==> config.mk <==
export PLATFORM = sky130hd
export DESIGN_NAME = alu
export DESIGN_NICKNAME = d
export VERILOG_FILES = /design/src/rtl/alu_pkg.sv /design/src/rtl/alu_core.sv /design/src/rtl/alu.sv
export SDC_FILE = /design/constraint.sdc
export NUM_CORES = 1
export LEC_CHECK = 0
export CAP_MARGIN = 30
export CORE_MARGIN = 2
export CORE_UTILIZATION = 30
export CTS_CLUSTER_SIZE = 20
export DETAILED_ROUTE_END_ITERATION = 8
export GPL_TIMING_DRIVEN = 0
export PLACE_DENSITY = 0.48
export SYNTH_ARGS = -nofsm -noshare
export SYNTH_HDL_FRONTEND = slang
export SYNTH_SLANG_ARGS = --single-unit
==> constraint.sdc <==
create_clock -name clk -period 8.1 [get_ports clk]
set_input_delay 1.62 -clock clk [delete_from_list [all_inputs] [get_ports clk]]
set_output_delay 1.62 -clock clk [all_outputs]
set_load 0.02 [all_outputs]
==> src/rtl/alu_pkg.sv <==
// Shared opcode encodings and flag bit positions for the registered ALU.
package alu_pkg;

  localparam logic [7:0] OP_ADD   = 8'h00;
  localparam logic [7:0] OP_SUB   = 8'h01;
  localparam logic [7:0] OP_AND   = 8'h02;
  localparam logic [7:0] OP_OR    = 8'h03;
  localparam logic [7:0] OP_XOR   = 8'h04;
  localparam logic [7:0] OP_NOT   = 8'h05;
  localparam logic [7:0] OP_SHL   = 8'h06;
  localparam logic [7:0] OP_SHR   = 8'h07;
  localparam logic [7:0] OP_ASR   = 8'h08;
  localparam logic [7:0] OP_ROL   = 8'h09;
  localparam logic [7:0] OP_ROR   = 8'h0A;
  localparam logic [7:0] OP_INC   = 8'h0B;
  localparam logic [7:0] OP_DEC   = 8'h0C;
  localparam logic [7:0] OP_MUL   = 8'h0D;
  localparam logic [7:0] OP_CMP   = 8'h0E;
  localparam logic [7:0] OP_PASSB = 8'h0F;

  localparam int FLAG_C = 3;
  localparam int FLAG_Z = 2;
  localparam int FLAG_N = 1;
  localparam int FLAG_V = 0;

endpackage

==> src/rtl/alu_core.sv <==
// Combinational ALU datapath: next result, next flags and a hold request for CMP.
module alu_core
  import alu_pkg::*;
(
  input  logic [7:0] a,
  input  logic [7:0] b,
  input  logic [7:0] op,
  output logic [7:0] next_c,
  output logic [3:0] next_flags,
  output logic       hold_c
);

  logic [2:0]  sh;
  logic [7:0]  rhs;
  logic [8:0]  add_w;
  logic [8:0]  sub_w;
  logic [8:0]  shl_w;
  logic [8:0]  shr_w;
  logic [8:0]  asr_w;
  logic [7:0]  rol_r;
  logic [7:0]  ror_r;
  logic [15:0] prod;
  logic        add_v;
  logic        sub_v;

  assign sh  = b[2:0];
  // INC/DEC reuse the add/sub paths with an implied operand of one
  assign rhs = (op == OP_INC || op == OP_DEC) ? 8'h01 : b;

  assign add_w = {1'b0, a} + {1'b0, rhs};
  assign sub_w = {1'b0, a} - {1'b0, rhs};
  assign add_v = (a[7] == rhs[7]) && (add_w[7] != a[7]);
  assign sub_v = (a[7] != rhs[7]) && (sub_w[7] != a[7]);

  // Extra bit beside the operand catches the last bit shifted out; zero for amount 0
  assign shl_w = {1'b0, a} << sh;
  assign shr_w = {a, 1'b0} >> sh;
  assign asr_w = $signed({a, 1'b0}) >>> sh;
  assign rol_r = (a << sh) | (a >> (4'd8 - {1'b0, sh}));
  assign ror_r = (a >> sh) | (a << (4'd8 - {1'b0, sh}));
  assign prod  = a * b;

  always_comb begin
    logic       valid;
    logic       cy;
    logic       ov;
    logic [7:0] res;
    valid  = 1'b1;
    cy     = 1'b0;
    ov     = 1'b0;
    res    = 8'h00;
    hold_c = 1'b0;
    case (op)
      OP_ADD, OP_INC: begin res = add_w[7:0]; cy = add_w[8]; ov = add_v; end
      OP_SUB, OP_DEC: begin res = sub_w[7:0]; cy = sub_w[8]; ov = sub_v; end
      OP_CMP:         begin res = sub_w[7:0]; cy = sub_w[8]; ov = sub_v; hold_c = 1'b1; end
      OP_AND:   res = a & b;
      OP_OR:    res = a | b;
      OP_XOR:   res = a ^ b;
      OP_NOT:   res = ~a;
      OP_SHL:   begin res = shl_w[7:0]; cy = shl_w[8]; end
      OP_SHR:   begin res = shr_w[8:1]; cy = shr_w[0]; end
      OP_ASR:   begin res = asr_w[8:1]; cy = asr_w[0]; end
      OP_ROL:   res = rol_r;
      OP_ROR:   res = ror_r;
      OP_MUL:   begin res = prod[7:0]; cy = (prod[15:8] != 8'h00); end
      OP_PASSB: res = b;
      default:  valid = 1'b0;
    endcase

    next_c     = valid ? res : 8'h00;
    next_flags = 4'b0000;
    if (valid) begin
      next_flags[FLAG_C] = cy;
      next_flags[FLAG_Z] = (res == 8'h00);
      next_flags[FLAG_N] = res[7];
      next_flags[FLAG_V] = ov;
    end
  end

endmodule

==> src/rtl/alu.sv <==
// Registered ALU stage: result and flags are captured one cycle after operands.
module alu
  import alu_pkg::*;
(
  input  logic       clk,
  input  logic       reset,
  input  logic [7:0] a,
  input  logic [7:0] b,
  input  logic [7:0] op,
  output logic [7:0] c,
  output logic [3:0] flags
);

  logic [7:0] next_c;
  logic [3:0] next_flags;
  logic       hold_c;

  alu_core u_core (
    .a          (a),
    .b          (b),
    .op         (op),
    .next_c     (next_c),
    .next_flags (next_flags),
    .hold_c     (hold_c)
  );

  always_ff @(posedge clk) begin
    if (reset) begin
      c     <= 8'h00;
      flags <= 4'b0000;
    end else begin
      if (!hold_c) c <= next_c;
      flags <= next_flags;
    end
  end

endmodule

**After elaboration in Yosys (flattened, before gate mapping)**

Cells that the tools add are included.
Widths: inputs -> output; s select.

- Flip-flop bits (word level): 12
- Output and inout bits: 12
- Word-level logic and storage cells: 56

- Add/subtract/negate cells: 3
- Multiply operators: 1
- Equal/unequal tests: 19
- Shifts and indexed selects: 7
- Muxes and demuxes: 7
- Bitwise logic cells: 7
- Reduce and logical (&&, ||, !) cells: 10

Operators with widths:

| kind | count |
|---|---|
| $pmux 8 s13 | 1 |
| $eq 8x4->1 const B | 8 |
| $eq 8x3->1 const B | 4 |
| $or 8x8->8 | 3 |
| $eq 8x2->1 const B | 2 |
| $logic_not 8->1 | 2 |
| $mul 8x8->16 | 1 |
| $mux 8 | 2 |
| $reduce_or 16->1 | 1 |
| $add 8x8->9 | 1 |
| $shl 8x3->9 | 1 |
| $shr 9x3->9 | 1 |
| $sshr 9x3->9 | 1 |
| $sub 8x8->9 | 1 |
| $and 8x8->8 | 1 |
| $eq 8x1->1 const B | 1 |
| $not 8->8 | 1 |
| $reduce_bool 8->1 | 1 |
| $shl 8x3->8 | 1 |
| $shl 8x4->8 | 1 |
| $shr 8x3->8 | 1 |
| $shr 8x4->8 | 1 |
| $xor 8x8->8 | 1 |
| $pmux 1 s6 | 1 |
| other kinds (10) | 15 |

**Logic depth before layout (Yosys ltp)**

- Word-level depth: 7
- Depth in mapped cells: 21

**Hierarchy**

Synthesis repeated with hierarchy kept, for this count alone.

- Cells, all modules: 733
- Area total of the unflattened synthesis: 5606.6 sq um

By module, submodules not included:

| module | times used | cells an instance | area each (sq um) | sequential area each (sq um) |
|---|---|---|---|---|
| alu_core | 1 | 699 | 5215.0 | 0.0 |
| alu | 1 | 34 | 391.6 | 240.2 |

**Worst setup path after synthesis**

OpenSTA, ideal clock, no wires.

- Path type: input port to flip-flop
- Start point: input b[2]
- End point: register flags[3]
- Setup time: 114 ps
- Data arrival time: 6551 ps
- Data required time: 7986 ps
- Slack: 1434 ps
- Stages: 17
- Path buffers: 3
- Cell sequence: buf_6 clkbuf_1 clkbuf_1 nand2_1 fa_1 fa_1 fa_1 fa_1 inv_1 ha_1 and3_1 a221oi_2 a21oi_1 or4b_2 o2111ai_1 o311ai_1 a2111oi_0

- Cells in the longest elaborated chain, start to end: 3
- Elaborated cells between the ends (all ways): 9
- Classes of those cells: 2 x add/sub; 1 x mul; 3 x shift; 2 x mux; 1 x reduce/logical

Ends and longest elaborated chain:

| item | line | source |
|---|---|---|
| from (decl) | alu.sv:8 | `input logic [7:0] b,` |
| $mul 8x8->16 / $mux 8 (equally long branches) | alu_core.sv:41, alu_core.sv:28 |  |
| $reduce_bool 8->1, or another cell as far along | alu_core.sv:66 | `OP_MUL: begin res = prod[7:0]; cy = (prod[15:8] != 8'h00); end` |
| $pmux 1 s6 (*) | alu_core.sv:53 | `case (op)` |
| to (signal assigned) | alu.sv:33 | `flags <= next_flags;` |
| to (decl) | alu.sv:11 | `output logic [3:0] flags` |

Every way passes the cells marked *; elsewhere a longest branch is shown, timed or not.
A chain may end at the register's enable or synchronous reset.

**Worst setup path in the final report**

- Start point: input a[1]
- End point: register flags[3]

- Cells in the longest elaborated chain, start to end: 3
- Elaborated cells between the ends (all ways): 8
- Classes of those cells: 2 x add/sub; 1 x mul; 3 x shift; 1 x mux; 1 x reduce/logical

Ends and longest elaborated chain:

| item | line | source |
|---|---|---|
| from (decl) | alu.sv:7 | `input logic [7:0] a,` |
| $mul 8x8->16 | alu_core.sv:41 | `assign prod = a * b;` |
| $reduce_bool 8->1 | alu_core.sv:66 |  |
| $pmux 1 s6 (*) | alu_core.sv:53 |  |

Marked as above.

==> reports/metrics.csv <==
metric;value;unit
clk_path_buf_depth;2;
ff_latch_count_synth;12;
globalRouteOverflowTotal;0;
maxClockFrequency;0.128;GHz
design.final.nets;899;
number_of_detailed_route_iterations_in_the_first_pass;5;
clock_tree.root_cell;sky130_fd_sc_hd__clkbuf_16;
worst_path_largest_cell_delay;0.78;ns
rows;48;
cts.htree.levels;1;
cts_sinks;12;
post_layout_nonfiller_instances;988;
fillers;1865;
crit_required;8.21;ns
worst_path_dominant_cell_family;adder cells;
ys.flop_type;sky130_fd_sc_hd__dfxtp_1;
hold-worst-slack;0.490;ns
postSynth.asyncResetShare;0;%
yosysMostFrequentCell;sky130_fd_sc_hd__inv_1;
detail_route.iter0.violations;668;
finalHoldViolCount;0;
grt_pass1_wl;33000;um
clock_insertion_delay_at_the_later_pin_of_the_skew_report;0.24;ns
n_antenna_cell;0;
synth_enable_flop_cells;0;
cts.repair.resized;1;
wl_per_cell;22.2;um
core-area;17400;um2
vdd.ir_drop.worst;0.000122;V
syn-instance-count;723;
ant_nets;0;
crit_path_buffers_inverters;5;
status;completed;
cts_tree;yes;
path_clk_slew;0.04;ns
cts_hold_buf;0;
synth_area;5350;um2
ys_warn_count;0;
globalRouteTotalUtil;23.4;%
initial_utilization;30.8;%
final_core_utilization;35.1;%
cts_buffers;3;
hpwlAfterDp;17900;um
worst_slew_margin_rel;38.4;%
slew_violations;0;
netlist.top_cell.by_area;sky130_fd_sc_hd__ha_1;
totalWireLength;21900;um
synth_cell_types;67;
mean_cell_area_of_the_mapped_netlist;7.40;um2
critPathLaunchType;primary input;
worst-path-max-fanout;10;
largest_cells_by_area_after_synthesis;sky130_fd_sc_hd__ha_1 (17%), sky130_fd_sc_hd__fa_1 (14%), sky130_fd_sc_hd__inv_1 (6.5%), sky130_fd_sc_hd__nor2_1 (6.0%), sky130_fd_sc_hd__nand2_1 (4.6%);
dr_vias;5772;
synthesis.nets;858;
critPathKind;primary input to flip-flop;
maxCapViolations;0;
clock_skew;0;ns
maximum_number_of_pins_on_one_net_before_global_route_repair;13;
synth_commonest_cells;sky130_fd_sc_hd__inv_1 (93), sky130_fd_sc_hd__nor2_1 (86), sky130_fd_sc_hd__ha_1 (71);
design.portCount;38;
endpoint_kind;flip-flop;
grt_setup_unrepaired;false;
worst_path_cell_chain;clkdlybuf4s50_1, clkbuf_1, inv_1, nor2_1, ha_1, inv_1, fa_1, fa_1, fa_1, inv_1, ha_1, and3_1, a221oi_2, a21oi_1, or4b_2, o2111ai_1, o311ai_2, a2111oi_0;
number_of_antenna_violations_at_the_first_check_in_global_routing;0;
flow.area_growth_from_synthesis;13.9;%
route.detailed.drc;0;
drive_gt1_share;4.33;%
synth.yosys.seq_area_share;4.49;%
floorplan.die.height;138;um
synthDominantCellAreaShare;16.6;%
post_drt_via_cell_ratio;5.84;
finalCritPeriodShare;96.4;%
final.min_clock_period;7.81;ns
die-area;18900;um2
postCtsSetupRepairBufs;0;
setup_viol;0;
critPathSlowestCell;sky130_fd_sc_hd__clkdlybuf4s50_1;
grt_pass1_vias;5544;
worst_hold_path_type;flip-flop to flip-flop;
routabilityCongestion;1.01;
pnr_total_power;786;uW
die_w;138;um
worstMarginPinSlew;0.916;ns
static_leakage_power;2.71;nW
port-buffer-count;37;
worstPathArrival;7.91;ns
numPlacedInstances;985;
power.density;129;nW/um2
-- per-layer routing --
metal | vias to the layer above | global-route usage [%] | wire length (um)
li1 | 2654 | - | -
met1 | 2801 | 31.7 | 9490
met2 | 275 | 37.6 | 9820
met3 | 42 | 4.05 | 1900
met4 | 0 | 7.73 | 701
met5 | - | 0 | 0
-- cell usage in the layout, fill, tap and decap left out, drive strengths merged, types with 12 or more instances in the layout --
cell type / instances
a211oi: 12
a21o: 15
a21oi: 40
clkbuf: 35
clkdlybuf4s50: 37
dfxtp: 12
fa: 38
ha: 71
inv: 93
nand2: 65
nor2: 86
nor3: 16
o21ai: 34
-- final timing paths --
path              cells past startpoint  slack (ns)                  end         startpoint
setup reg to reg                      2        7.43    c[5]$_SDFFE_PP0N_  c[5]$_SDFFE_PP0N_
setup / recovery                     18        0.29  flags[3]$_SDFF_PP0_               a[1]
hold reg to reg                       2        0.49    c[1]$_SDFFE_PP0N_  c[1]$_SDFFE_PP0N_
hold / removal                        2        0.49    c[1]$_SDFFE_PP0N_  c[1]$_SDFFE_PP0N_
-- where the power goes --
group	internal, mW	total [mW]	switching (mW)
Clock	0.0743	0.0981	0.0238
Sequential	0.0621	0.0634	0.00127
Combinational	0.246	0.625	0.379
-- worst register-to-register path, cell delays in order, from the launching register on --
cell and delay [ns]:
sky130_fd_sc_hd__dfxtp_1 0.33, sky130_fd_sc_hd__nor2_1 0.05, sky130_fd_sc_hd__a211oi_1 0.21
-- stage by stage --
step	setup slack, ns	setup TNS [ns]	cell area (um2)
after CTS	0.141	0	6090
after global routing	0.0476	0	6090
after global placement	-0.366	-0.366	6000
after floorplan	1.43	0	5350
after detailed placement	-0.328	-0.328	6000
final	0.294	0	6090
-- layout make-up --
cell class	count	area (um2)	share of cell area, %
Inverter	94	353	5.79
Timing Repair Buffer	37	370	6.08
Buffer	42	175	2.87
Tap cell	225	282	4.62
Sequential cell	12	240	3.94
Clock buffer	4	88.8	1.46
Multi-Input combinational cell	574	4580	75.2
-- flip-flops by register name, indices dropped and copies added, names as in the netlist --
name and flops:
c 8, flags 4
-- kinds of logic after synthesis --
kind of cell / count (synthesis) / synth area share (%)
xor gates and xnor gates: 9 / 1.47
DFF: 12 / 4.49
buffers and inverters: 137 / 9.92
and+or+nand+nor: 230 / 19.7
adders and majority gates: 109 / 30.8
AOI/OAI and AO/OA: 197 / 25.6
muxes: 29 / 7.96
Power figures use the tool's default switching activity.
